### src/rtl/cms_trace_fifo_if.sv
// rtl/cms_trace_fifo_if.sv - trace packet stream bundle (tdata/tvalid/tready/tlast)
interface cms_trace_fifo_if #(
   parameter int DATA_WIDTH = 96
);
   logic [DATA_WIDTH-1:0] tdata;
   logic                  tvalid;
   logic                  tready;
   logic                  tlast;

   modport master (output tdata, output tvalid, output tlast, input tready);
   modport slave  (input tdata, input tvalid, input tlast, output tready);
endinterface

### src/rtl/cms_trace_fifo.sv
// rtl/cms_trace_fifo.sv - first-word fall-through trace FIFO between monitor and DMA
// Each entry holds {tlast, tdata}. Occupancy and high-water mark are reported alongside.
module cms_trace_fifo #(
   parameter int DATA_WIDTH = 96,
   parameter int DEPTH      = 16,
   localparam int AW        = $clog2(DEPTH)
) (
   input  logic                 clk,
   input  logic                 rst,
   cms_trace_fifo_if.slave      S_AXIS,
   cms_trace_fifo_if.master     M_AXIS,
   input  logic                 flush,
   output logic [AW:0]          level,
   output logic [AW:0]          high_water,
   output logic                 full
);

   logic [DATA_WIDTH:0] mem [DEPTH];
   logic [AW-1:0]       wr_ptr;
   logic [AW-1:0]       rd_ptr;
   logic [AW:0]         level_nxt;
   logic                push;
   logic                pop;
   logic [DATA_WIDTH:0] head;

   // Ready is a function of occupancy only, so a same-cycle pop never frees a slot.
   assign full          = (level == DEPTH[AW:0]);
   assign S_AXIS.tready = !full && !rst;
   assign M_AXIS.tvalid = (level != '0);

   assign push = S_AXIS.tvalid && S_AXIS.tready;
   assign pop  = M_AXIS.tvalid && M_AXIS.tready;

   assign head          = mem[rd_ptr];
   assign M_AXIS.tdata  = head[DATA_WIDTH-1:0];
   assign M_AXIS.tlast  = head[DATA_WIDTH];

   always_comb begin
      level_nxt = level;
      if (flush) begin
         level_nxt = '0;
      end else if (push && !pop) begin
         level_nxt = level + 1'b1;
      end else if (pop && !push) begin
         level_nxt = level - 1'b1;
      end
   end

   always_ff @(posedge clk or posedge rst) begin
      if (rst) begin
         wr_ptr     <= '0;
         rd_ptr     <= '0;
         level      <= '0;
         high_water <= '0;
      end else begin
         level <= level_nxt;
         if (flush) begin
            wr_ptr     <= '0;
            rd_ptr     <= '0;
            high_water <= '0;
         end else begin
            if (push) begin
               wr_ptr <= wr_ptr + 1'b1;
            end
            if (pop) begin
               rd_ptr <= rd_ptr + 1'b1;
            end
            if (level_nxt > high_water) begin
               high_water <= level_nxt;
            end
         end
      end
   end

   // Storage is never reset; entries are only meaningful below level.
   always_ff @(posedge clk) begin
      if (push && !flush) begin
         mem[wr_ptr] <= {S_AXIS.tlast, S_AXIS.tdata};
      end
   end

endmodule
### src/flat_wrapper.sv
// flat-port wrapper written by rule: the top's interface ports become plain ports
module cms_trace_fifo_flat 
#(
   parameter int DATA_WIDTH = 96,
   parameter int DEPTH      = 16,
   localparam int AW        = $clog2(DEPTH)
)
  (clk, rst, flush, level, high_water, full, S_AXIS_tdata, S_AXIS_tvalid, S_AXIS_tlast, S_AXIS_tready, M_AXIS_tdata, M_AXIS_tvalid, M_AXIS_tlast, M_AXIS_tready);
  cms_trace_fifo_if #(.DATA_WIDTH(DATA_WIDTH)) S_AXIS_i ();
  cms_trace_fifo_if #(.DATA_WIDTH(DATA_WIDTH)) M_AXIS_i ();
  input  logic clk;
  input  logic rst;
  input  logic flush;
  output logic [AW:0] level;
  output logic [AW:0] high_water;
  output logic full;
  input wire logic [$bits(S_AXIS_i.tdata)-1:0] S_AXIS_tdata;
  input wire logic [$bits(S_AXIS_i.tvalid)-1:0] S_AXIS_tvalid;
  input wire logic [$bits(S_AXIS_i.tlast)-1:0] S_AXIS_tlast;
  output wire logic [$bits(S_AXIS_i.tready)-1:0] S_AXIS_tready;
  output wire logic [$bits(M_AXIS_i.tdata)-1:0] M_AXIS_tdata;
  output wire logic [$bits(M_AXIS_i.tvalid)-1:0] M_AXIS_tvalid;
  output wire logic [$bits(M_AXIS_i.tlast)-1:0] M_AXIS_tlast;
  input wire logic [$bits(M_AXIS_i.tready)-1:0] M_AXIS_tready;
  assign S_AXIS_i.tdata = S_AXIS_tdata;
  assign S_AXIS_i.tvalid = S_AXIS_tvalid;
  assign S_AXIS_i.tlast = S_AXIS_tlast;
  assign S_AXIS_tready = S_AXIS_i.tready;
  assign M_AXIS_tdata = M_AXIS_i.tdata;
  assign M_AXIS_tvalid = M_AXIS_i.tvalid;
  assign M_AXIS_tlast = M_AXIS_i.tlast;
  assign M_AXIS_i.tready = M_AXIS_tready;
  cms_trace_fifo #(.DATA_WIDTH(DATA_WIDTH), .DEPTH(DEPTH)) u_core (.clk(clk), .rst(rst), .S_AXIS(S_AXIS_i), .M_AXIS(M_AXIS_i), .flush(flush), .level(level), .high_water(high_water), .full(full));
endmodule
### config.mk
export PLATFORM = sky130hd
export DESIGN_NAME = cms_trace_fifo_flat
export DESIGN_NICKNAME = d
export VERILOG_FILES = /design/src/rtl/cms_trace_fifo_if.sv /design/src/rtl/cms_trace_fifo.sv /design/src/flat_wrapper.sv
export SDC_FILE = /design/constraint.sdc
export NUM_CORES = 1
export LEC_CHECK = 0
export BUFFER_PORTS_ARGS = -buffer_cell sky130_fd_sc_hd__buf_2
export CELL_PAD_IN_SITES_DETAIL_PLACEMENT = 1
export CELL_PAD_IN_SITES_GLOBAL_PLACEMENT = 2
export CORE_MARGIN = 2
export CORE_UTILIZATION = 40
export CTS_CLUSTER_DIAMETER = 50
export DETAILED_ROUTE_END_ITERATION = 16
export PLACE_DENSITY = 0.74
export SLEW_MARGIN = 20
export SYNTH_ARGS = -nofsm -noshare
export SYNTH_HDL_FRONTEND = slang
export SYNTH_SLANG_ARGS = --single-unit
### constraint.sdc
create_clock -name clk -period 15.7 [get_ports clk]
set_input_delay 0 -clock clk [delete_from_list [all_inputs] [get_ports clk]]
set_output_delay 0 -clock clk [all_outputs]
set_load 0.05 [all_outputs]
**Word-level counts from Yosys, hierarchy flattened**

Memories as Yosys holds them, arrays and structs flattened.
Cells that the tools add are included.

- Output and inout bits: 110
- Logic and storage cells: 37
- Input port bits: 102
- RAM bits: 1552
- Memories: 1
- Register bits: 18

Memory list:

| memory | depth | bits a word | rd ports | clocked after Yosys merged registers in | wr ports | RTL line | RTL |
|---|---|---|---|---|---|---|---|
| u_core.mem | 16 | 97 | 1 | 0 | 1 | cms_trace_fifo.sv:18 | `logic [DATA_WIDTH:0] mem [DEPTH];` |

- $add $sub $neg: 4
- Mux-type cells: 11
- Eq/ne operators: 1
- Reductions and logical operators: 15
- Order comparisons: 1

Operators with widths:

| kind | number |
|---|---|
| $mux 5 | 5 |
| $mux 4 | 4 |
| $add 4x1->4 const B | 2 |
| $logic_and 1x1->1 | 6 |
| $reduce_bool 2->1 | 3 |
| $add 5x1->5 const B | 1 |
| $eq 5x5->1 const B | 1 |
| $gt 5x5->1 | 1 |
| $logic_not 1->1 | 5 |
| $reduce_bool 5->1 | 1 |
| $sub 5x1->5 const B | 1 |
| $mux 1 | 2 |

**Logic depth before layout (Yosys ltp)**

Gate-level depths: netlist of the first run.

- Word-level depth: 12
- Gate-level depth with buffers: 14
- Gate-level depth less buffers: 14

**Worst setup path after synthesis of the first run**

OpenSTA, ideal clock, no wires.

- Path type: flip-flop to flip-flop
- Start point: register u_core.level[0]
- End point: memory u_core.mem[0][0] in the netlist's numbering (enable)
- Data required time: 15028 ps
- Period minus slack after synthesis: 8914 ps
- Arrival time: 8241 ps
- Library setup time: 672 ps
- Cell stages (with the launch flop): 8
- Buffers on the path: 0
- Slack: 6786 ps
- Path through: dfrtp_1 > inv_1 > ha_1 > nand4bb_1 > nand2_1 > nor2_1 > nand2_1 > nor3_1

- Longest elaborated chain between the ends: 7

RTL lines:

| element | RTL line | RTL |
|---|---|---|
| start: declaration | cms_trace_fifo.sv:13 | `output logic [AW:0] level,` |
| start signal: assignment | cms_trace_fifo.sv:56 | `level <= level_nxt;` |
| $eq 5x5->1 | cms_trace_fifo.sv:27 | `assign full = (level == DEPTH[AW:0]);` |
| $logic_not 1->1 | cms_trace_fifo.sv:28 | `assign S_AXIS.tready = !full && !rst;` |
| $logic_and 1x1->1 | cms_trace_fifo.sv:28 |  |
| $logic_and 1x1->1 | cms_trace_fifo.sv:31 | `assign push = S_AXIS.tvalid && S_AXIS.tready;` |
| $logic_and 1x1->1 | cms_trace_fifo.sv:77 | `if (push && !flush) begin` |
| $mux 1 | cms_trace_fifo.sv:77 |  |
| $mux 1 (not written as such) | cms_trace_fifo.sv:78 | `mem[wr_ptr] <= {S_AXIS.tlast, S_AXIS.tdata};` |
| end: declaration | cms_trace_fifo.sv:18 |  |

No other way between the ends.

**Final worst setup path of the first run**

- Start point: register u_core.rd_ptr[1]
- End point: output M_AXIS_tdata[21]

- Longest elaborated chain between the ends: 1

RTL lines:

| element | RTL line | RTL |
|---|---|---|
| start: declaration | cms_trace_fifo.sv:20 | `logic [AW-1:0] rd_ptr;` |
| start signal: assignment | cms_trace_fifo.sv:66 | `rd_ptr <= rd_ptr + 1'b1;` |
| $mem_v2 16x97 | n/a |  |
| end: declaration | flat_wrapper.sv:21 | `output wire logic [$bits(M_AXIS_i.tdata)-1:0] M_AXIS_tdata;` |

No other way between the ends.

==> results of run 1 <==
metrics by stage:
step / area [um^2] / utilization / worst slack (ns) / cells
CTS: 69100 / 0.468 / 10.38 / 4752
floorplan: 59300 / - / 6.79 / 2294
global route: 69100 / 0.468 / 10.29 / 4754
global placement: 62800 / 0.426 / 11.47 / 4353
detailed placement: 62800 / 0.426 / 11.26 / 4353
finish: 69100 / 0.469 / 10.54 / 4757
report_power, final:
group | switching (W) | total, W | internal, W
clock network | 0.00160 | 0.00376 | 0.00215
logic | 0.000992 | 0.00179 | 0.000796
registers | 0.0000540 | 0.00468 | 0.00463
total | 0.00265 | 0.0102 | 0.00758
critical path, stage by stage (launching register included):
cell	delay [ns]
dfrtp_4	1.08
buf_4	0.95
buf_4	0.92
mux4_2	0.45
mux4_2	0.52
buf_2	0.23
registers in the layout (all words and copies together) (netlist names):
register and cells:
u_core.mem 1552, u_core.high_water 5, u_core.level 5, u_core.rd_ptr 4
u_core.wr_ptr 4
routing by layer:
| metal | up-vias | part of all wire | wire length [um] | global-route usage |
|---|---|---|---|---|
| li1 | 10900 | - | - | - |
| met1 | 14500 | 0.39 | 56200 | 0.239 |
| met2 | 809 | 0.53 | 75400 | 0.334 |
| met3 | 192 | 0.057 | 8180 | 0.0382 |
| met4 | 8 | 0.019 | 2680 | 0.0492 |
| met5 | - | 0.00033 | 47 | 0 |
cells by family after synthesis:
kind of cell,Yosys count
simple gates,69
xor+xnor,8
compound gates,20
mux,488
flops,1570
fa+ha+maj,13
buf+inv,126
area by class of cell:
class	count	area share
Timing Repair Buffer	346	0.0372
Tap cell	1930	0.0349
Antenna cell	4	0.000145
Clock inverter	104	0.0129
Sequential cell	1570	0.681
Multi-Input combinational cell	598	0.171
Clock buffer	192	0.0625
Inverter	13	0.000706
cell usage after synthesis (2+ instances only):
master,instances,area share
a21oi_1,7,0.00059
buf_1,7,0.00044
buf_2,33,0.0028
buf_6,12,0.0023
clkbuf_1,60,0.0038
dfrtp_1,18,0.0076
edfxtp_1,1552,0.79
ha_1,12,0.0025
inv_1,11,0.00070
inv_2,2,0.00013
mux2i_1,2,0.00034
mux4_2,485,0.18
nand2_1,14,0.00089
nand2b_1,4,0.00042
nand3b_1,4,0.00051
nand4_1,2,0.00021
nor2_1,26,0.0016
nor3_1,6,0.00051
o21ai_0,3,0.00025
o31ai_1,2,0.00025
or2_1,2,0.00021
or3_1,2,0.00021
xnor2_1,3,0.00044
xor2_1,5,0.00074
worst max-delay path by stage:
stage | endpoint | slack, ns
2_1_floorplan | u_core.mem[0][0] | 6.79
3_3_place_gp | M_AXIS_tdata[33] | 11.47
3_5_place_dp | M_AXIS_tdata[33] | 11.26
4_1_cts | M_AXIS_tdata[33] | 10.38
5_1_grt | M_AXIS_tdata[21] | 10.29
6_report | M_AXIS_tdata[21] | 10.54
==> results.cfg, run 1 <==
[final_layout]
drive_above_1_share = 0.352
multi_input_area_um2 = 11800
nFillCells = 13000
regArea_um2 = 47100
mostFrequentLayoutCells = 1552 x edfxtp_1, 485 x mux4_2, 211 x buf_2
area_growth_syn_to_layout_pct = 16.5
final_common_cell = edfxtp_1
nets = 2806

[setup_path]
arrival_ns = 5.16
ff2ff_path_depth = 8
crit_type = register to output pin
start_kind = register
cp_max_fo = 74
r2r_slack_ns = 11.97
critPathRequiredTime_ns = 15.70
crit_start = u_core.rd_ptr[1]
critPathCaptureType = output pin
regToRegStartpoint = u_core.level[0]
r2r_end = u_core.mem[8][59]

[drt]
first_iter_violations = 2206
via_count = 26400
wl_per_cell_um = 29.9
ant_nets = 0
drc = 0
vias_per_cell = 5.55
drt_first_pass_iters = 5
drt-total-wl_mm = 142

[clock_tree]
insertion_delay_ns = 0.79
hold_buffers = 103
clk_path_buf_depth = 3
clock_sinks = 1570
cts.repair.resized = 0
cts_root_buf = clkbuf_16
clkSlewWorstSetupHoldPaths_ns = 0.06
cts.htree.levels = 4
cts_tree = done
cts_setup_buffers = 0
numCtsBuffers = 163

[floorplanning]
die_x_um = 389
core.rowCount = 141
core_area_um2 = 147000
ios = 212
initial_utilization = 0.402
die_y_um = 389
dieArea_um2 = 151000

[power]
power_leakage_nw = 21.1
power_w = 0.0102
worst_ir_drop_vdd_mv = 0.130
p_per_area_nw_per_um2 = 148

[synth]
synth_cell_types = 44
ys_warn_count = 0
syn_avg_cell_area_um2 = 25.9
synth_top_family_by_area = multiplexers
synth.cell_area_um2 = 59300
syn_inst = 2294
synthSimpleGateAreaFrac = 0.00586
ys_ff_latch = 1570
synthMuxAreaShare = 0.185
synthArstFlopShare = 0.0115
synth_top_flop_cell = edfxtp_1
synth_xor_xnor_area_share = 0.00118
synth_edf_count = 1552
seq_area_frac_synth = 0.793
synth-compound-area-share = 0.00234
synth_nets = 2408
synthAdderAreaFrac = 0.00272

[timing]
holdWs_ns = 0.137
worst_pin_slew_ns = 1.14
finalClockSkew_ns = 0.0205
finalCritPeriodShare = 0.328
tns_ns = 0
hold_viol_final = 0
relSlewSlack = 0.242
rsz0062_at_grt = no
finalCriticalPeriod_ns = 5.16
maxSlewViolCount = 0
max_freq_ghz = 0.194
setup_viol = 0

[worst_hold_path]
hold_end = u_core.mem[9][2]
hold_depth = 2
hp-class = input port to register
hp-start = S_AXIS_tdata[2]

[grt]
grt_pass1_vias = 29000
grt_max_degree = 108
grt-ovfl-total = 0
antenna_found_initial = 10
grt_pass1_wl_mm = 207
grt_usage = 0.189

[outcome]
status = finished clean

[place]
dp_hpwl_mm = 65.8
port_buffers = 211
gp_congestion = 0.727

[flow_run]
cap_violations = 0
Power figures use the tool's default switching activity.
==> run 2: changes to the inputs <==
- PLACE_DENSITY: 0.74 -> 0.76
- clock period: 15.7 -> 4.2 ns (I/O delays scaled with it)
==> results.cfg, run 2 (same netlist as run 1, synthesis figures left out) <==
[place]
dp_hpwl_mm = 73.1
port_buffers = 211
gp_congestion = 0.744

[drt]
via_count = 26800
ant_nets = 0
drt-total-wl_mm = 141
wl_per_cell_um = 29.3
drt_first_pass_iters = 5
vias_per_cell = 5.56
first_iter_violations = 2533
drc = 0

[final_layout]
final_common_cell = edfxtp_1
drive_above_1_share = 0.364
top_register = u_core.mem
largest_reg_flops = 1552
post-route-util = 0.476
nets = 2856
top_regs = u_core.mem x1552, u_core.high_water x5, u_core.level x5
area_growth_syn_to_layout_pct = 18.2
mostFrequentLayoutCells = 1552 x edfxtp_1, 485 x mux4_2, 211 x buf_2

[timing]
maxSlewViolCount = 0
rsz0062_at_grt = no
holdWs_ns = 0.103
finalCriticalPeriod_ns = 3.66
finalCritPeriodShare = 0.871
max_freq_ghz = 0.273
worst_pin_slew_ns = 0.960
relSlewSlack = 0.360
finalClockSkew_ns = 0.0496
tns_ns = 0
hold_viol_final = 0
setup_viol = 0

[grt]
antenna_found_initial = 16
grtUsageMet2 = 0.320
grt_usage = 0.189
grt-ovfl-total = 0
globalRouteMet3Util = 0.0339
grt_max_degree = 83
use_met1 = 0.255
busiest_layer = met2
grt_pass1_vias = 29300
grt_pass1_wl_mm = 207

[setup_path]
start_kind = register
regToRegStartpoint = u_core.level[1]
crit_type = register to register
crit_start = u_core.level[1]
critPathCaptureType = register
critPathRequiredTime_ns = 4.89
ff2ff_path_depth = 13
r2r_end = u_core.high_water[1]
arrival_ns = 4.35
r2r_slack_ns = 0.54
cp_max_fo = 6

[clock_tree]
insertion_delay_ns = 0.81
numCtsBuffers = 170
cts_root_buf = clkbuf_16
cts.repair.resized = 0
clk_path_buf_depth = 3
clkSlewWorstSetupHoldPaths_ns = 0.06
cts_setup_buffers = 0
clock_sinks = 1570
cts.htree.levels = 4
cts_tree = done

[power]
pwr-share-comb = 0.177
power_leakage_nw = 21.5
switching_share = 0.263
netSwitchingPower_w = 0.0103
pwr-share-seq = 0.446
worst_ir_drop_vdd_mv = 0.487
clockPowerShare = 0.378
p_per_area_nw_per_um2 = 559
intPower_w = 0.0289

[floorplanning]
initial_utilization = 0.402
dieArea_um2 = 151000
ios = 212
core_area_um2 = 147000
die_y_um = 389
die_x_um = 389
core.rowCount = 141

[worst_hold_path]
hold_end = u_core.mem[4][44]
hp-class = input port to register
hold_depth = 2
hp-start = S_AXIS_tdata[44]

[flow_run]
cap_violations = 0

[outcome]
status = finished clean
run 2: per-stage QoR:
stage | std cells | setup WS, ns | power [W] | cell area, um^2
4_1_cts | 4812 | 0.437 | 0.0397 | 70100
2_1_floorplan | 2294 | -0.242 | 0.0230 | 59400
5_1_grt | 4813 | 0.329 | 0.0406 | 70200
6_report | 4818 | 0.541 | 0.0393 | 70200
3_3_place_gp | 4397 | 0.876 | 0.0246 | 63500
3_5_place_dp | 4397 | 0.625 | 0.0248 | 63500
run 2: per-layer routing:
layer  vias to the layer above  share of wire
met3                       218          0.057
met2                       903           0.51
li1                      11000              -
met4                        10          0.018
met5                         -        0.00042
met1                     14700           0.41
run 2: power by group through the flow:
| stage | clock (W) | combinational, W | sequential, W |
|---|---|---|---|
| final | 0.0148 | 0.00693 | 0.0175 |
| after global routing | 0.0157 | 0.00741 | 0.0175 |
| after CTS | 0.0151 | 0.00709 | 0.0175 |
| after detailed placement | 0 | 0.00696 | 0.0178 |
| after global placement | 0 | 0.00679 | 0.0178 |
| after floorplan | 0 | 0.00524 | 0.0178 |
run 2: cell type report:
class / instances / area [um^2]
clock buffer: 209 / 4400
tap: 1930 / 2410
multi-input combinational: 598 / 11800
clock inverter: 103 / 1200
sequential: 1570 / 47100
timing repair buffer: 389 / 3190
inverter: 13 / 48.8
antenna: 6 / 15.0
fill: 13000 / 77300
run 2: worst max-delay path by stage:
stage | end | slack, ns | cells after the start
after floorplan | u_core.mem[15][0] | -0.24 | 7
after global placement | u_core.high_water[1] | 0.88 | 13
after detailed placement | u_core.high_water[0] | 0.62 | 12
after CTS | M_AXIS_tdata[35] | 0.44 | 4
after global routing | u_core.high_water[1] | 0.33 | 13
final | u_core.high_water[1] | 0.54 | 13
run 2: critical path: stages, from the launching register on:
cell and delay [ns]:
dfrtp_2 0.44, inv_1 0.12, ha_1 0.24, nor4b_2 0.43
inv_2 0.11, a2111oi_2 0.41, nor3_1 0.12, nor3b_1 0.38
ha_1 0.33, and4_1 0.20, a21oi_1 0.18, o21a_1 0.23
nor2_1 0.07, mux2_2 0.29
run 2: timing repair:
| action | 4_1_cts | 5_1_grt |
|---|---|---|
| hold buffers | 103 | 0 |
| hold endpoints to repair | 1588 | 0 |
| setup endpoints to repair | 0 | 0 |
